File: src/rtl/perceptron_uart_pkg.sv
// Shared definitions for the perceptron UART command receiver and result framer.
package perceptron_uart_pkg;

    localparam logic [7:0] FRAME_HEADER = 8'hA5;

    // Framer sequencing states.
    typedef enum logic [2:0] {
        ST_IDLE,
        ST_HEADER,
        ST_PAYLOAD,
        ST_CHECKSUM,
        ST_DONE
    } frame_state_t;

    // Byte serializer states.
    typedef enum logic [1:0] {
        TX_IDLE,
        TX_START,
        TX_DATA,
        TX_STOP
    } tx_state_t;

    // Clock cycles per UART bit; truncation is intentional.
    function automatic int calc_div(input int clk_hz, input int baud);
        return clk_hz / baud;
    endfunction

    // Bytes needed to carry a W-bit result.
    function automatic int payload_bytes(input int width);
        return (width + 7) / 8;
    endfunction

endpackage

File: src/rtl/uart_tx_byte.sv
// 8N1 byte serializer. Accepts a new byte while idle or in the last cycle of
// its stop bit, so consecutive bytes go out with no gap on the line.
module uart_tx_byte
    import perceptron_uart_pkg::*;
#(
    parameter int DIV = 1250
) (
    input  logic       clk,
    input  logic       rst,
    input  logic       byte_valid,
    input  logic [7:0] byte_data,
    output logic       byte_ready,
    output logic       tx
);

    localparam int CNT_W = (DIV > 2) ? $clog2(DIV) : 1;
    localparam logic [CNT_W-1:0] CNT_LOAD = CNT_W'(DIV - 1);

    tx_state_t        state, state_n;
    logic [CNT_W-1:0] cnt, cnt_n;
    logic [2:0]       bit_idx, bit_idx_n;
    logic [7:0]       shifter, shifter_n;
    logic             tx_q, tx_n;

    assign tx = tx_q;

    // State and line register; reset forces the line idle without a clock.
    always_ff @(posedge clk or posedge rst) begin
        if (rst) begin
            state   <= TX_IDLE;
            cnt     <= '0;
            bit_idx <= '0;
            shifter <= '0;
            tx_q    <= 1'b1;
        end else begin
            state   <= state_n;
            cnt     <= cnt_n;
            bit_idx <= bit_idx_n;
            shifter <= shifter_n;
            tx_q    <= tx_n;
        end
    end

    // Bit timing: down-counter reloads at every bit boundary.
    always_comb begin
        state_n    = state;
        cnt_n      = cnt;
        bit_idx_n  = bit_idx;
        shifter_n  = shifter;
        tx_n       = tx_q;
        byte_ready = (state == TX_IDLE) || ((state == TX_STOP) && (cnt == '0));

        case (state)
            TX_IDLE: begin
                tx_n = 1'b1;
            end
            TX_START: begin
                if (cnt == '0) begin
                    state_n   = TX_DATA;
                    cnt_n     = CNT_LOAD;
                    bit_idx_n = '0;
                    tx_n      = shifter[0];
                end else begin
                    cnt_n = cnt - 1'b1;
                end
            end
            TX_DATA: begin
                if (cnt == '0) begin
                    cnt_n = CNT_LOAD;
                    if (bit_idx == 3'd7) begin
                        state_n = TX_STOP;
                        tx_n    = 1'b1;
                    end else begin
                        bit_idx_n = bit_idx + 1'b1;
                        shifter_n = shifter >> 1;
                        tx_n      = shifter[1];
                    end
                end else begin
                    cnt_n = cnt - 1'b1;
                end
            end
            TX_STOP: begin
                if (cnt == '0) begin
                    state_n = TX_IDLE;
                end else begin
                    cnt_n = cnt - 1'b1;
                end
            end
            default: begin
                state_n = TX_IDLE;
                tx_n    = 1'b1;
            end
        endcase

        if (byte_valid && byte_ready) begin
            state_n   = TX_START;
            cnt_n     = CNT_LOAD;
            bit_idx_n = '0;
            shifter_n = byte_data;
            tx_n      = 1'b0;
        end
    end

endmodule

File: src/rtl/perceptron_result_tx.sv
// Result framer: header A5, sign-extended result MSB byte first, XOR checksum.
//
// state       | meaning
// ------------+-----------------------------------------------------------
// ST_IDLE     | waiting for a result; result_ready high
// ST_HEADER   | offering the header byte to the serializer
// ST_PAYLOAD  | offering payload byte idx (0 = most significant)
// ST_CHECKSUM | offering checksum, then waiting for its stop bit to end
// ST_DONE     | one-cycle frame_done; may accept the next result
module perceptron_result_tx
    import perceptron_uart_pkg::*;
#(
    parameter int fp_integer_width = 4,
    parameter int fp_fract_width   = 4,
    parameter int clock_frequency  = 12000000,
    parameter int uart_baud_rate   = 9600
) (
    input  logic                                       clk,
    input  logic                                       rst,
    input  logic                                       result_valid,
    input  logic [fp_integer_width+fp_fract_width-1:0] result,
    output logic                                       result_ready,
    output logic                                       busy,
    output logic                                       frame_done,
    output logic                                       tx
);

    localparam int W     = fp_integer_width + fp_fract_width;
    localparam int DIV   = calc_div(clock_frequency, uart_baud_rate);
    localparam int P     = payload_bytes(W);
    localparam int XW    = 8 * P;
    localparam int IDX_W = (P > 1) ? $clog2(P) : 1;
    localparam logic [IDX_W-1:0] LAST_IDX = IDX_W'(P - 1);

    frame_state_t     state, state_n;
    logic [W-1:0]     res_q, res_n;
    logic [IDX_W-1:0] idx, idx_n;
    logic [7:0]       chk, chk_n;
    logic             chk_sent, chk_sent_n;

    logic             byte_valid;
    logic [7:0]       byte_data;
    logic             byte_ready;

    logic [XW-1:0]    ext;
    logic [7:0]       lsb_bytes [2**IDX_W];
    logic [7:0]       pay_byte;

    assign ext = XW'($signed(res_q));

    // Split the extended result into bytes, index 0 = least significant.
    always_comb begin
        for (int i = 0; i < 2**IDX_W; i++) begin
            lsb_bytes[i] = 8'h00;
        end
        for (int i = 0; i < P; i++) begin
            lsb_bytes[i] = ext[8*i +: 8];
        end
        pay_byte = lsb_bytes[LAST_IDX - idx];
    end

    // Framer state and held result.
    always_ff @(posedge clk or posedge rst) begin
        if (rst) begin
            state    <= ST_IDLE;
            res_q    <= '0;
            idx      <= '0;
            chk      <= '0;
            chk_sent <= 1'b0;
        end else begin
            state    <= state_n;
            res_q    <= res_n;
            idx      <= idx_n;
            chk      <= chk_n;
            chk_sent <= chk_sent_n;
        end
    end

    // Next-state, byte selection and status outputs.
    always_comb begin
        state_n      = state;
        res_n        = res_q;
        idx_n        = idx;
        chk_n        = chk;
        chk_sent_n   = chk_sent;
        byte_valid   = 1'b0;
        byte_data    = FRAME_HEADER;
        result_ready = 1'b0;
        busy         = 1'b1;
        frame_done   = 1'b0;

        case (state)
            ST_IDLE: begin
                result_ready = 1'b1;
                busy         = 1'b0;
                if (result_valid) begin
                    res_n   = result;
                    state_n = ST_HEADER;
                end
            end
            ST_HEADER: begin
                byte_valid = 1'b1;
                byte_data  = FRAME_HEADER;
                if (byte_ready) begin
                    state_n = ST_PAYLOAD;
                    idx_n   = '0;
                    chk_n   = FRAME_HEADER;
                end
            end
            ST_PAYLOAD: begin
                byte_valid = 1'b1;
                byte_data  = pay_byte;
                if (byte_ready) begin
                    chk_n = chk ^ pay_byte;
                    if (idx == LAST_IDX) begin
                        state_n    = ST_CHECKSUM;
                        chk_sent_n = 1'b0;
                    end else begin
                        idx_n = idx + 1'b1;
                    end
                end
            end
            ST_CHECKSUM: begin
                if (!chk_sent) begin
                    byte_valid = 1'b1;
                    byte_data  = chk;
                    if (byte_ready) begin
                        chk_sent_n = 1'b1;
                    end
                end else if (byte_ready) begin
                    // Serializer is in the last stop-bit cycle of the checksum.
                    chk_sent_n = 1'b0;
                    state_n    = ST_DONE;
                end
            end
            ST_DONE: begin
                frame_done   = 1'b1;
                result_ready = 1'b1;
                busy         = 1'b0;
                if (result_valid) begin
                    // Serializer is idle here, so the header is handed over
                    // directly; the line gap between frames stays one cycle.
                    res_n      = result;
                    byte_valid = 1'b1;
                    byte_data  = FRAME_HEADER;
                    chk_n      = FRAME_HEADER;
                    idx_n      = '0;
                    state_n    = ST_PAYLOAD;
                end else begin
                    state_n = ST_IDLE;
                end
            end
            default: begin
                state_n = ST_IDLE;
            end
        endcase
    end

    uart_tx_byte #(
        .DIV(DIV)
    ) u_tx_byte (
        .clk        (clk),
        .rst        (rst),
        .byte_valid (byte_valid),
        .byte_data  (byte_data),
        .byte_ready (byte_ready),
        .tx         (tx)
    );

endmodule
File: config.mk
export PLATFORM = sky130hd
export DESIGN_NAME = perceptron_result_tx
export DESIGN_NICKNAME = d
export VERILOG_FILES = /design/src/rtl/perceptron_uart_pkg.sv /design/src/rtl/uart_tx_byte.sv /design/src/rtl/perceptron_result_tx.sv
export SDC_FILE = /design/constraint.sdc
export NUM_CORES = 1
export LEC_CHECK = 0
export BUFFER_PORTS_ARGS = -buffer_cell sky130_fd_sc_hd__buf_2
export CAP_MARGIN = 15
export CELL_PAD_IN_SITES_DETAIL_PLACEMENT = 1
export CELL_PAD_IN_SITES_GLOBAL_PLACEMENT = 2
export CORE_MARGIN = 1.5
export CORE_UTILIZATION = 37
export CTS_BUF_LIST = sky130_fd_sc_hd__clkbuf_2 sky130_fd_sc_hd__clkbuf_4 sky130_fd_sc_hd__clkbuf_8
export DETAILED_ROUTE_END_ITERATION = 7
export GPL_ROUTABILITY_DRIVEN = 0
export GPL_TIMING_DRIVEN = 0
export PLACE_DENSITY_LB_ADDON = 0.2
export RECOVER_POWER = 25
export SYNTH_ARGS = -nofsm -noshare
export SYNTH_HDL_FRONTEND = slang
export SYNTH_HIERARCHICAL = 1
export SYNTH_SLANG_ARGS = --single-unit
File: constraint.sdc
create_clock -name clk -period 2.6 [get_ports clk]
set_input_delay 0.13 -clock clk [delete_from_list [all_inputs] [get_ports clk]]
set_output_delay 0.13 -clock clk [all_outputs]
set_load 0.1 [all_outputs]
Word-level counts from Yosys, hierarchy flattened
Index checks and enable logic that the tools add are counted.
- bits in registers: 46
- bits in latches: 0
- bits in writable memories: 0
- memory bits (read-only): 0
- bits of input ports: 11
- output and inout port bits: 4
- word-level logic and storage cells: 123
- memories: 0
- $add $sub $neg: 4
- multiply operators: 0
- div/mod/pow operators: 0
- order comparisons: 1
- eq/ne operators: 22
- shift operators: 0
- multiplexer cells: 58
- bitwise operators: 2
- reductions and logical operators: 26
- operator list (cell ; number):
    $mux W8 ; 11
    $mux W11 ; 3
    $mux W3 ; 10
    $pmux W8 S3 ; 1
    $pmux W11 S2 ; 1
    $mux W1 ; 18
    $ne A2 B2 Y1 const B ; 8
    $pmux W8 S2 ; 1
    $pmux W3 S5 ; 1
    $mux W2 ; 6
    $logic_not A11 Y1 ; 1
    $sub A11 B1 Y11 const B ; 1
    $ne A3 B1 Y1 const B ; 3
    $ne A3 B3 Y1 const B ; 3
    $pmux W1 S3 ; 3
    $reduce_and A3 Y1 ; 3
    $reduce_bool A3 Y1 ; 3
    $reduce_and A4 Y1 ; 2
    $reduce_bool A4 Y1 ; 2
    $xor A8 B8 Y8 ; 1
    $eq A3 B2 Y1 const B ; 2
    $eq A3 B3 Y1 const B ; 2
    $pmux W2 S3 ; 1
    $pmux W3 S2 ; 1
    18 further kinds ; 25

Longest topological paths before layout
- depth in word-level cells: 8
- mapped depth: 10
- depth with buffers taken out: 8

By module
The synthesis kept the hierarchy.
- by module, submodules not included (module ; instances ; cells an instance ; area an instance (µm²) ; sequential area each (µm²)):
    uart_tx_byte ; 1 ; 157 ; 1505.2 ; 626.9
    perceptron_result_tx ; 1 ; 116 ; 1168.6 ; 500.5

Worst setup path before layout
OpenSTA, ideal clock, no wires.
- path kind: register to register
- start point: register state[0] (netlist name)
- end point: register u_tx_byte.shifter[0]
- library setup time: 0.126 ns
- arrival: 3.225 ns
- required time: 2.474 ns
- setup slack: -0.751 ns
- stages on the path, launching flop included: 9
- buffers on the path: 2
- clock period less this slack: 3.351 ns
- cells stage by stage: dfrtp_1 > buf_4 > nor2_2 > inv_1 > o22ai_1 > nand2_1 > o41ai_4 > buf_6 > o21ai_0
- RTL lines (what ; line ; source):
    to (signal assigned) ; uart_tx_byte.sv:39 ; shifter <= shifter_n;
    to (decl) ; uart_tx_byte.sv:22 ; logic [7:0] shifter, shifter_n;

Worst setup path in the final report
- start point: register u_tx_byte.cnt[0]
- end point: register chk[3]
- word-level cells in the longest chain between the ends: 5
- elaborated cells on any way between the ends: 6
- those cells by class: eq/ne (2); reduce/logical (4)
- RTL lines (what ; line ; source):
    from (decl) ; uart_tx_byte.sv:20 ; logic [CNT_W-1:0] cnt, cnt_n;
    from (signal assigned) ; uart_tx_byte.sv:37 ; cnt <= cnt_n;
    $logic_not A11 Y1 (*) ; uart_tx_byte.sv:51 ; byte_ready = (state == TX_IDLE) || ((state == TX_STOP) && (cnt == '0));
    $logic_and A1 B1 Y1 (*) ; uart_tx_byte.sv:51 ;
    $logic_or A1 B1 Y1 (*) ; uart_tx_byte.sv:51 ;
    net byte_ready ; perceptron_result_tx.sv:43 ; logic byte_ready;
    $ne A2 B2 Y1 (no line) ; n/a ;
    $reduce_and A4 Y1 (no line) (*) ; n/a ;
    to (signal assigned) ; perceptron_result_tx.sv:74 ; chk <= chk_n;
    to (decl) ; perceptron_result_tx.sv:38 ; logic [7:0] chk, chk_n;
Mark *: on every way through the listed nets, which the timed path passes. The rest lies on a longest branch.
A chain may end at the register's enable or synchronous reset.

==> results.md <==
- Placeable Area: 6910 µm²
- Share of the clock period used by the worst path: roughly 96%
- Flops & latches, synth: between 40 and 50
- Setup TNS Final: 0 ns
- Depth of the most critical reg-to-reg path: 10
- # hold bufs at CTS: 0
- Worst slew margin relative to its limit: between 30% and 40%
- Worst R2R Start: u_tx_byte/cnt[0]$_DFFE_PP0P_
- Clock latency of the later-clocked register in the worst-skew pair: about 0.29 ns
- Kind of end point of the critical path: register
- Final instance count without filler cells: a little under 400
- LEAKAGE: ~1.4 nW
- Detailed-placement wirelength estimate: between 4000 and 5000 µm
- Port-buffer cells: 14
- Nets@finish: approximately 310
- Worst clock skew: ~0.011 ns
- Number of enable flip-flop cells after synthesis: 0
- Filler Cell Count: around 840
- Largest net degree at the start of global routing: 26
- Required time reported for the critical path endpoint: between 2 and 3 ns
- Grt total ovfl: 0
- Slew @ Worst Pin: ~1.0 ns
- Number of global-route vias before repair: approximately 2200
- Clock-pin slew on the worst setup and hold paths: ~0.090 ns
- Power per unit of standard cell area: roughly 400 nW/µm²
- Post-synthesis instance area: about 2700 µm²
- Root Driver: clkbuf_8
- Cell row count: 30
- Die ar.: 7750 µm²
- Placed cell count: 383
- YS warnings: 6
- Worst hold path class: in2async
- Most frequent standard cell in the layout excluding fill and tap cells: dfrtp_1
- Internal reg-to-reg setup slack: 0.11 ns
- Worst Path Arrival: ~2.7 ns
- Vias per cell: about 5.4
- Average size of a mapped cell: ~10 µm²
- Global-route track usage on met1: 21.6%
- Drt initial violations: 50
- Share of layout cells above drive strength 1: a little under a fifth
- Number of distinct library cells after synthesis: 57
- Maximum root-to-sink buffer count: 2
- Height of the die: 88.0 µm
- Worst hold margin: -0.0282 ns
- Number of antenna violations at the first check in global routing: 0
- Cell area after placement: 2870 µm²
- Fin area: about 3000 µm²
- Met3 usage in global routing: 2.26%
- Synthesized netlist net count: 291
- CTS sink count: 45
- Leading cell types in the layout, fill and taps excluded: dfrtp_1 (43), nand2_1 (27), o21ai_0 (20)
- Max-slew violation count: 0
- Share of synthesized flip-flops with an asynchronous set or reset: 100%
- Global-route wire length before repair: between 10000 and 15000 µm
- Total clock buffers created by CTS: 5
- Setup crit start kind: register
- Minimum setup slack in the final design: between 0.1 and 0.15 ns
- Max-cap violations: 0
- Clock tree from TritonCTS: built
- ANT cells: 0
- Final worst path period need: between 2 and 2.5 ns
- Width of the die: around 88 µm
- Mean routed wirelength per cell: between 15 and 20 µm
- Most used routing layer: met2
- Top fanout value on the critical path: 10
- Routing usage on met2: 30.7%
- Max IR drop VDD: 0.175 mV
- Area growth syn-to-layout: 11.8%
- RSZ-0062 raised after global routing: no
- Maximum frequency from static timing analysis: about 400 MHz
- Initial core utilization: 38.7%
- Number of remaining DRC errors: 0
- Setup slack at placement: -0.378 ns
- Result of the run: finished with violations
- Failing checks: hold timing
- Number of H-tree levels: 2
- Worst r2r dst: chk[3]$_DFFE_PP0P_
- Final routed wirelength across all metal layers: ~6000 µm
- Overall routing resource usage: roughly 17%
- Final Hold Vio Count: 20
- Number of primary I/O pins: 15
- Gate count after technology mapping: between 200 and 300
- Post-DRT Antenna Nets: 0
- Most instantiated flip-flop cell in the synthesis netlist: dfrtp_1
- First-pass detailed-route iteration total: 4
- Part of the Yosys area used for sequential elements: a little over two fifths
- Critical path type: reg2reg
- Count of vias placed by the detailed router: around 2100
- Setup violators final: 0
[area by class of cell]
cell class                 count  area (µm²)  area share (%)
buffer                        13        98.8            3.31
clock buffer                   7        90.1            3.01
tap                           96         120            4.02
inverter                      11        41.3            1.38
timing repair buffer          16        85.1            2.85
sequential                    45        1130            37.7
multi-input combinational    203        1430            47.7
[cells in the mapped netlist (3+ instances only)]
cell,number,area [µm²]
o32ai_1,3,26.3
a21o_1,4,30.0
and3_2,3,22.5
nand2b_1,7,43.8
nor4_1,6,37.5
ha_1,7,87.6
nand3_1,3,15.0
buf_6,4,45.0
dfrtp_1,44,1100
nor3_1,14,70.1
buf_2,6,30.0
o22ai_1,6,37.5
nor2_1,12,45.0
nor2b_1,7,43.8
nand2_1,27,101
inv_1,11,41.3
o31ai_1,3,22.5
mux2i_1,10,100
a21oi_1,15,75.1
nor3b_1,4,30.0
o21ai_0,20,100
buf_4,3,22.5
mux2_1,8,90.1
a31oi_1,4,25.0
[stage by stage]
step	hold WS (ns)	util, %	power [mW]
floorplan	0.0938	-	0.741
CTS	0.0112	43.3	1.23
global placement	0.324	41.5	0.757
finish	-0.0282	43.3	1.20
global route	0.0481	43.3	1.24
detailed placement	0.334	41.5	0.758
[state kept, by name (all words and copies together) (netlist names)]
register           cells
state                  3
chk                    8
u_tx_byte/state        2
ext                    8
u_tx_byte/tx           1
u_tx_byte/bit_idx      3
u_tx_byte/cnt         11
chk_sent               1
u_tx_byte/shifter      8
[critical path: stages, from the launching register on]
cell and delay (ns):
dfrtp_1 0.40, inv_1 0.09, ha_1 0.21, or3b_4 0.43, nor3_4 0.21, a21o_1 0.14
clkbuf_4 0.18, and4bb_2 0.29, buf_6 0.14, o32ai_1 0.09, a21o_1 0.18
[power by group]
group | leakage [nW] | internal [mW] | switching (mW) | total, mW
Clock | 0.0477 | 0.222 | 0.236 | 0.458
Combinational | 0.883 | 0.0134 | 0.0279 | 0.0413
Sequential | 0.518 | 0.700 | 0.000816 | 0.701
[layer usage]
metal / wire length (µm) / vias to the layer above / share of wire (%)
li1: - / 1040 / -
met4: 18 / 0 / 0.30
met1: 2810 / 1036 / 47
met3: 83 / 2 / 1.4
met2: 3070 / 14 / 51
met5: 0 / - / 0
[worst max-delay path by stage]
stage                                             from  cells past startpoint                                to
final                     u_tx_byte/cnt[0]$_DFFE_PP0P_                     10                chk[3]$_DFFE_PP0P_
after global routing      u_tx_byte/cnt[0]$_DFFE_PP0P_                     10                chk[1]$_DFFE_PP0P_
after CTS                 u_tx_byte/cnt[0]$_DFFE_PP0P_                     10                chk[6]$_DFFE_PP0P_
after detailed placement  u_tx_byte/cnt[0]$_DFFE_PP0P_                     10                chk[6]$_DFFE_PP0P_
after global placement    u_tx_byte/cnt[0]$_DFFE_PP0P_                     10                chk[6]$_DFFE_PP0P_
after floorplan                   state[0]$_DFFE_PP0P_                      8  u_tx_byte/shifter[0]$_DFFE_PP0P_
[cell families after synthesis]
family | synth area share [%]
mux | 7.11
compound gates | 18.3
simple gates | 23.8
fa+ha+maj | 3.28
buf+inv | 5.33
flops | 42.2
[timing repair]
action,4_1_cts,5_1_grt
buffers inserted,2,0
endpoints found under the setup margin,10,7
pin swaps,1,0
resized for setup,4,3
No activity file was read; power rests on OpenSTA's default activity.
